### src/rtl/mult_div_unit.sv
// Multicycle signed MULT (radix-2 Booth) / DIV (restoring) unit for HI/LO.
// Define MULT_DIV_UNSIGNED_EN to add op_unsigned for MULTU/DIVU.
module mult_div_unit #(
   parameter int WIDTH = 32
) (
   input  logic             clk,
   input  logic             reset,
   input  logic             mult_start,
   input  logic             div_start,
   input  logic [WIDTH-1:0] a_in,
   input  logic [WIDTH-1:0] b_in,
   output logic [WIDTH-1:0] hi_out,
   output logic [WIDTH-1:0] lo_out,
   output logic             busy,
   output logic             done,
   output logic             div_zero
`ifdef MULT_DIV_UNSIGNED_EN
   ,
   input  logic             op_unsigned
`endif
);

   localparam int XW = WIDTH + 2;
   localparam int CW = $clog2(WIDTH + 1);

   localparam logic [1:0] S_IDLE = 2'd0;
   localparam logic [1:0] S_MULT = 2'd1;
   localparam logic [1:0] S_DIV  = 2'd2;
   localparam logic [1:0] S_DONE = 2'd3;

   logic [1:0]       state_q, state_d;
   logic [CW-1:0]    cnt_q, cnt_d;
   logic [XW-1:0]    acc_q, m_q;
   logic [WIDTH-1:0] mq_q, hi_q, lo_q;
   logic             qm1_q, sr_q, sq_q, uns_q, dz_q;
   logic             uns_in;

`ifdef MULT_DIV_UNSIGNED_EN
   assign uns_in = op_unsigned;
`else
   assign uns_in = 1'b0;
`endif

   logic [XW-1:0]    booth_sum, div_sh, div_trial, acc_step;
   logic [WIDTH-1:0] mq_step, hi_mul, q_fix, r_fix;
   logic [WIDTH-1:0] a_mag, b_mag;
   logic             a_neg, b_neg, last, first, dzero;

   assign last  = (cnt_q == CW'(WIDTH));
   assign first = (cnt_q == CW'(1));
   assign dzero = (m_q[WIDTH-1:0] == '0);

   // Cycle 0 of an op turns the raw latched operands into working form.
   assign a_neg = ~uns_q & mq_q[WIDTH-1];
   assign b_neg = ~uns_q & m_q[WIDTH-1];
   assign a_mag = a_neg ? -mq_q : mq_q;
   assign b_mag = b_neg ? -m_q[WIDTH-1:0] : m_q[WIDTH-1:0];

   always_comb begin
      case ({mq_q[0], qm1_q})
         2'b01:   booth_sum = acc_q + m_q;
         2'b10:   booth_sum = acc_q - m_q;
         default: booth_sum = acc_q;
      endcase
      div_sh    = {acc_q[XW-2:0], mq_q[WIDTH-1]};
      div_trial = div_sh - m_q;
      if (state_q == S_MULT) begin
         acc_step = {booth_sum[XW-1], booth_sum[XW-1:1]};
         mq_step  = {booth_sum[0], mq_q[WIDTH-1:1]};
      end else begin
         acc_step = div_trial[XW-1] ? div_sh : div_trial;
         mq_step  = {mq_q[WIDTH-2:0], ~div_trial[XW-1]};
      end
   end

   // Unsigned multiplier with MSB set: Booth saw it as negative, add M back.
   assign hi_mul = acc_step[WIDTH-1:0]
                 + (sr_q ? m_q[WIDTH-1:0] : '0);
   assign q_fix  = sq_q ? -mq_step : mq_step;
   assign r_fix  = sr_q ? -acc_step[WIDTH-1:0]
                        : acc_step[WIDTH-1:0];

   always_comb begin
      state_d = state_q;
      cnt_d   = cnt_q;
      case (state_q)
         S_IDLE: begin
            cnt_d = '0;
            if (mult_start)
               state_d = S_MULT;
            else if (div_start)
               state_d = S_DIV;
         end
         S_MULT, S_DIV: begin
            cnt_d = cnt_q + 1'b1;
            if (state_q == S_DIV && first && dzero)
               state_d = S_DONE;
            else if (last)
               state_d = S_DONE;
         end
         default: state_d = S_IDLE;
      endcase
   end

   always_ff @(posedge clk or posedge reset) begin
      if (reset) begin
         state_q <= S_IDLE;
         cnt_q   <= '0;
         acc_q   <= '0;
         m_q     <= '0;
         mq_q    <= '0;
         hi_q    <= '0;
         lo_q    <= '0;
         qm1_q   <= 1'b0;
         sr_q    <= 1'b0;
         sq_q    <= 1'b0;
         uns_q   <= 1'b0;
         dz_q    <= 1'b0;
      end else begin
         state_q <= state_d;
         cnt_q   <= cnt_d;
         case (state_q)
            S_IDLE: begin
               if (mult_start || div_start) begin
                  uns_q <= uns_in;
                  acc_q <= '0;
                  qm1_q <= 1'b0;
                  sr_q  <= 1'b0;
                  sq_q  <= 1'b0;
                  dz_q  <= 1'b0;
                  if (mult_start) begin
                     m_q  <= {2'b00, a_in};
                     mq_q <= b_in;
                  end else begin
                     m_q  <= {2'b00, b_in};
                     mq_q <= a_in;
                  end
               end
            end
            S_MULT, S_DIV: begin
               if (cnt_q == '0) begin
                  if (state_q == S_MULT) begin
                     m_q  <= uns_q
                           ? {2'b00, m_q[WIDTH-1:0]}
                           : {{2{m_q[WIDTH-1]}}, m_q[WIDTH-1:0]};
                     sr_q <= uns_q & mq_q[WIDTH-1];
                  end else begin
                     m_q  <= {2'b00, b_mag};
                     mq_q <= a_mag;
                     sr_q <= a_neg;
                     sq_q <= a_neg ^ b_neg;
                  end
               end else begin
                  acc_q <= acc_step;
                  mq_q  <= mq_step;
                  qm1_q <= mq_q[0];
                  if (state_q == S_DIV && first && dzero)
                     dz_q <= 1'b1;
                  else if (last && state_q == S_MULT) begin
                     hi_q <= hi_mul;
                     lo_q <= mq_step;
                  end else if (last) begin
                     hi_q <= r_fix;
                     lo_q <= q_fix;
                  end
               end
            end
            default: ;
         endcase
      end
   end

   assign hi_out   = hi_q;
   assign lo_out   = lo_q;
   assign div_zero = dz_q;
   assign done     = (state_q == S_DONE);
   assign busy     = (state_q == S_MULT) || (state_q == S_DIV);

endmodule

### config.mk
export PLATFORM = sky130hd
export DESIGN_NAME = mult_div_unit
export DESIGN_NICKNAME = d
export VERILOG_FILES = /design/src/rtl/mult_div_unit.sv
export SDC_FILE = /design/constraint.sdc
export NUM_CORES = 1
export LEC_CHECK = 0
export ABC_CLOCK_PERIOD_IN_PS = 9150
export CAP_MARGIN = 0
export CORE_MARGIN = 1
export CORE_UTILIZATION = 55
export DETAILED_ROUTE_END_ITERATION = 8
export PLACE_DENSITY_LB_ADDON = 0.25
export SYNTH_ARGS = -nofsm -noshare
export SYNTH_HDL_FRONTEND = slang
export SYNTH_SLANG_ARGS = --single-unit
### constraint.sdc
create_clock -name clk -period 9.15 [get_ports clk]
set_clock_uncertainty 0.05 [all_clocks]
set_input_delay 1.3725 -clock clk [delete_from_list [all_inputs] [get_ports clk]]
set_output_delay 1.3725 -clock clk [all_outputs]
set_load 0.05 [all_outputs]
==> results <==
- The flow ran to the end, and the final reports show no timing, DRC or antenna violations.
- Counting along the longest clock path gives a buffer depth of 2.
- The type of destination of the critical path is a flop.
- The total of cells resized after clock tree synthesis is 0.
- The final cycle utilization of the critical path is 0.888.
- The met2 layer usage reported by global route is 0.533.
- The flip-flop cell with the highest count after synthesis is sky130_fd_sc_hd__dfrtp_1.
- The biggest cell delay along the critical path is 0.62 ns.
- STA puts the critical path data arrival time at approximately 8.4 ns.
- For the pin with the worst max-slew slack, the measured transition is 1.06 ns.
- The combined area of all synthesized cells is 0.0179 mm².
- Synthesis produced a netlist with a net count of roughly 2,500.
- TritonCTS built the clock tree.
- 135 I/O pins were placed.
- For this run, design rule violations remaining after detail routing come to 0.
- The wire length of the first global-routing pass is just over 90,000 µm.
- Across all setup checks in the final design, the least slack found is ~1 ns.
- The number of buffers added to fix hold violations after cts is 0.
- Across all layers, the routed design uses 18,314 vias.
- Entering global routing, the biggest net connects 83 pins.
- The floorplan step defined a core boundary enclosing 0.0318 mm².
- The wire length per cell after detailed routing is 19.9 µm.
- The total congestion overflow after global routing is 0.
- The number of port buffers is 134.
- The worst register-to-register path has a setup slack of 1.02 ns.
- The met1 routing resource usage after global routing is 0.471.
- The synthesized design contains 0 enable-type register cells.
- In this run the remaining antenna-violating nets after routing total 0.
- The detailed-router iteration count before antenna repair is 6.
- The area overhead of the layout relative to synthesis is 12.3%.
- After floorplanning, the core was divided into 65 placement rows.
- At the worst endpoint, the required time is 9.45 ns.
- In this run the number of H-tree levels came out at 4.
- In the global route stage, met3 resource usage came out at 0.0429.
- The worst register-to-register path begins at m_q[1].
- The via count of the first global-routing pass came to 17,144.
- The number of antenna violations at the first check in global routing is 1.
- The class of the most critical hold timing path is reg -> reg.
- The clock slew seen by the registers of the worst setup and hold paths is 0.08 ns.
- The die covers 0.0333 mm².
- The count of cells along the worst register-to-register path is 29.
- The final-report max-slew violation count was 0.
- Derived from the worst setup path, the maximum achievable clock frequency is 0.123 GHz.
- Summed over all failing endpoints, the final setup total negative slack is 0 ns.
- For the worst-skew pair, the clock arrives at the later sink with an insertion delay of 0.47 ns.
- The setup path with the least slack is of type reg -> reg.
- The library cell appearing most often on the critical path is sky130_fd_sc_hd__and3_1.
- The tightest slew margin relative to the limit is 0.278.
- Subtracting the final worst setup slack from the clock period gives 8.13 ns.
- 0 antenna diodes ended up in the layout.
- The congestion estimate from routability-driven global placement came to 1.02.
- Setup repair after global routing left no endpoint under its margin.
- The area of all placed cells without fillers is 0.0201 mm².
- Once the clock tree was built, the setup fixing pass inserted 0 buffers.
- The register area share after synthesis is 0.245.
- The floorplan step set the die height to 182 µm.
- The cell at the root of the clock tree is sky130_fd_sc_hd__clkbuf_16.
- Setup violations remaining at the end of the flow were counted as 0.
- After the first detailed-routing iteration, the DRC count stood at 2,095.
- The initial utilization of the core area, before any placement, comes to 0.563.
- The highest fanout seen on the critical path is 7.
- The total of max-cap violations is 0.
- Clock tree synthesis found a total of 175 sinks.
- The critical path launch point type is a flop.
- Synthesis produced 2,354 cells.
- Synthesis inferred roughly 180 register bits.
- The layout cell share with drive strength beyond 1 is 0.0493.
- The hold violation total from the final report is 0.
- The proportion of register bits with asynchronous set or reset after synthesis is 1.00.
- The last element of the critical path is hi_out[31].
- TritonCTS created 17 clock buffers.
- In this run the worst setup path begins at m_q[1].
- The minimum setup slack after placement is 1.21 ns.
- The post-placement cell area is 0.0195 mm².
- The HPWL after detailed placement is roughly 42,000 µm.
- The number of nets in the final layout is around 2,600.
- The slowest library cell on the worst path is sky130_fd_sc_hd__o311ai_0.
- In the global route stage, overall resource usage came out at 0.342.
- The routed design has around 57,000 µm of wire.
- In the routed layout, each cell is associated on average with a via count of 6.43.
- The total of warnings raised by yosys is 0.
- In this run the critical register-to-register path is captured at hi_out[31].
- The synthesized area per cell is 7.61 µm².
- The number of different library cells in the post-synthesis netlist is 94.
- Across all hold checks on the routed design, the worst slack comes to 0.429 ns.
- The die outline width is 182 µm.
- In this run the most used layer during global routing was met2.
-- placed cells by master, fill, tap and decap left out, drive strengths merged, types with 10 or more instances in the layout --
| cell type | instances |
|---|---|
| and2 | 17 |
| or3 | 34 |
| nor2 | 259 |
| nand4 | 15 |
| buf | 28 |
| a21boi | 10 |
| mux2i | 108 |
| nor3 | 56 |
| or2 | 10 |
| o21a | 15 |
| a21o | 40 |
| and3 | 24 |
| xnor2 | 98 |
| o41ai | 10 |
| o22ai | 33 |
| clkbuf | 19 |
| xor2 | 64 |
| nor2b | 14 |
| ha | 110 |
| nor4 | 19 |
| nand2b | 15 |
| a211oi | 20 |
| inv | 88 |
| o31ai | 12 |
| nand3 | 38 |
| a21oi | 216 |
| clkdlybuf4s50 | 133 |
| a31oi | 47 |
| o21ai | 241 |
| o32a | 16 |
| nand2 | 236 |
| o211ai | 18 |
| dfrtp | 175 |
| a22o | 37 |
| or4 | 13 |
| o21bai | 13 |
-- cell type report --
class / instances / area (µm²)
Multi-Input combinational cell: 1962 / 12800
Inverter: 82 / 313
Fill cell: 2768 / 11700
Sequential cell: 175 / 4380
Tap cell: 435 / 544
Clock buffer: 19 / 453
Clock inverter: 13 / 120
Timing Repair Buffer: 161 / 1540
-- through the flow --
step,cells,utilization
6_report,2847,0.632
5_1_grt,2847,0.632
4_1_cts,2847,0.632
3_5_place_dp,2815,0.614
3_3_place_gp,2815,0.614
2_1_floorplan,2354,-
-- worst min path at each step --
stage / from / slack [ns] / endpoint / cells past startpoint
floorplan: qm1_q / 0.40 / qm1_q / 2
global placement: lo_out[5] / 0.41 / lo_out[5] / 2
detailed placement: lo_out[9] / 0.42 / lo_out[9] / 2
CTS: lo_out[9] / 0.44 / lo_out[9] / 2
global route: lo_out[22] / 0.46 / lo_out[22] / 2
finish: lo_out[9] / 0.43 / lo_out[9] / 2
-- cells in the mapped netlist, types with 6 or more instances --
library cell | n | share of area
sky130_fd_sc_hd__nand3_1 | 38 | 0.011
sky130_fd_sc_hd__a21oi_1 | 214 | 0.060
sky130_fd_sc_hd__nor3b_1 | 8 | 0.0034
sky130_fd_sc_hd__xor2_1 | 64 | 0.031
sky130_fd_sc_hd__or3_1 | 27 | 0.0094
sky130_fd_sc_hd__or2_2 | 8 | 0.0028
sky130_fd_sc_hd__a31oi_1 | 47 | 0.016
sky130_fd_sc_hd__o41ai_1 | 8 | 0.0039
sky130_fd_sc_hd__mux2i_1 | 108 | 0.060
sky130_fd_sc_hd__a21boi_0 | 9 | 0.0038
sky130_fd_sc_hd__ha_1 | 110 | 0.077
sky130_fd_sc_hd__a2111oi_0 | 7 | 0.0034
sky130_fd_sc_hd__nor3_1 | 55 | 0.015
sky130_fd_sc_hd__o22ai_1 | 33 | 0.012
sky130_fd_sc_hd__nand2b_1 | 15 | 0.0052
sky130_fd_sc_hd__a22oi_1 | 6 | 0.0025
sky130_fd_sc_hd__o2111ai_1 | 7 | 0.0034
sky130_fd_sc_hd__o31ai_1 | 12 | 0.0050
sky130_fd_sc_hd__nand2_1 | 235 | 0.049
sky130_fd_sc_hd__o21ai_0 | 234 | 0.065
sky130_fd_sc_hd__and2_1 | 17 | 0.0059
sky130_fd_sc_hd__dfrtp_1 | 175 | 0.24
sky130_fd_sc_hd__a211oi_1 | 17 | 0.0071
sky130_fd_sc_hd__clkbuf_1 | 106 | 0.022
sky130_fd_sc_hd__o32ai_1 | 9 | 0.0044
sky130_fd_sc_hd__o32a_1 | 16 | 0.0089
sky130_fd_sc_hd__o21bai_1 | 13 | 0.0054
sky130_fd_sc_hd__nor2_1 | 256 | 0.054
sky130_fd_sc_hd__xnor2_1 | 98 | 0.048
sky130_fd_sc_hd__o211ai_1 | 17 | 0.0071
sky130_fd_sc_hd__buf_1 | 22 | 0.0046
sky130_fd_sc_hd__inv_1 | 79 | 0.017
sky130_fd_sc_hd__a21o_1 | 40 | 0.017
sky130_fd_sc_hd__nor2b_1 | 14 | 0.0049
sky130_fd_sc_hd__nor4_1 | 18 | 0.0063
sky130_fd_sc_hd__and3_1 | 24 | 0.0084
sky130_fd_sc_hd__or3_4 | 7 | 0.0044
sky130_fd_sc_hd__a22o_1 | 37 | 0.018
sky130_fd_sc_hd__or4_1 | 11 | 0.0046
sky130_fd_sc_hd__o21a_1 | 15 | 0.0063
sky130_fd_sc_hd__nand4_1 | 15 | 0.0052
-- critical path, delay by kind of cell (launching register included) --
kind	cells	cell delay, ns
buf+inv	1	0.20
flops	1	0.39
simple gates	10	2.50
xor+xnor	2	0.29
fa+ha+maj	2	0.72
compound gates	14	3.87
-- registers in the layout (all words and copies together) (netlist names) --
signal	cells
cnt_q	6
m_q	33
qm1_q	1
lo_out	32
mq_q	32
state_q	2
sq_q	1
sr_q	1
div_zero	1
acc_q	34
hi_out	32
-- per-layer routing --
layer	vias up	wire (µm)
met4	0	2440
met1	8582	25100
met5	-	0
met3	130	4400
met2	895	24700
li1	8707	-
-- cell families after synthesis --
logic type / after synthesis / share of synthesized area
AOI/OAI and AO/OA: 803 / 0.284
xor gates and xnor gates: 162 / 0.0792
muxes: 113 / 0.0635
and+or+nand+nor: 771 / 0.202
adders and majority gates: 113 / 0.0802
DFF: 175 / 0.245
buffers and inverters: 217 / 0.0465
Power is not shown: default switching activity piles up to over one toggle a cycle in this logic, so the estimate is an artifact.
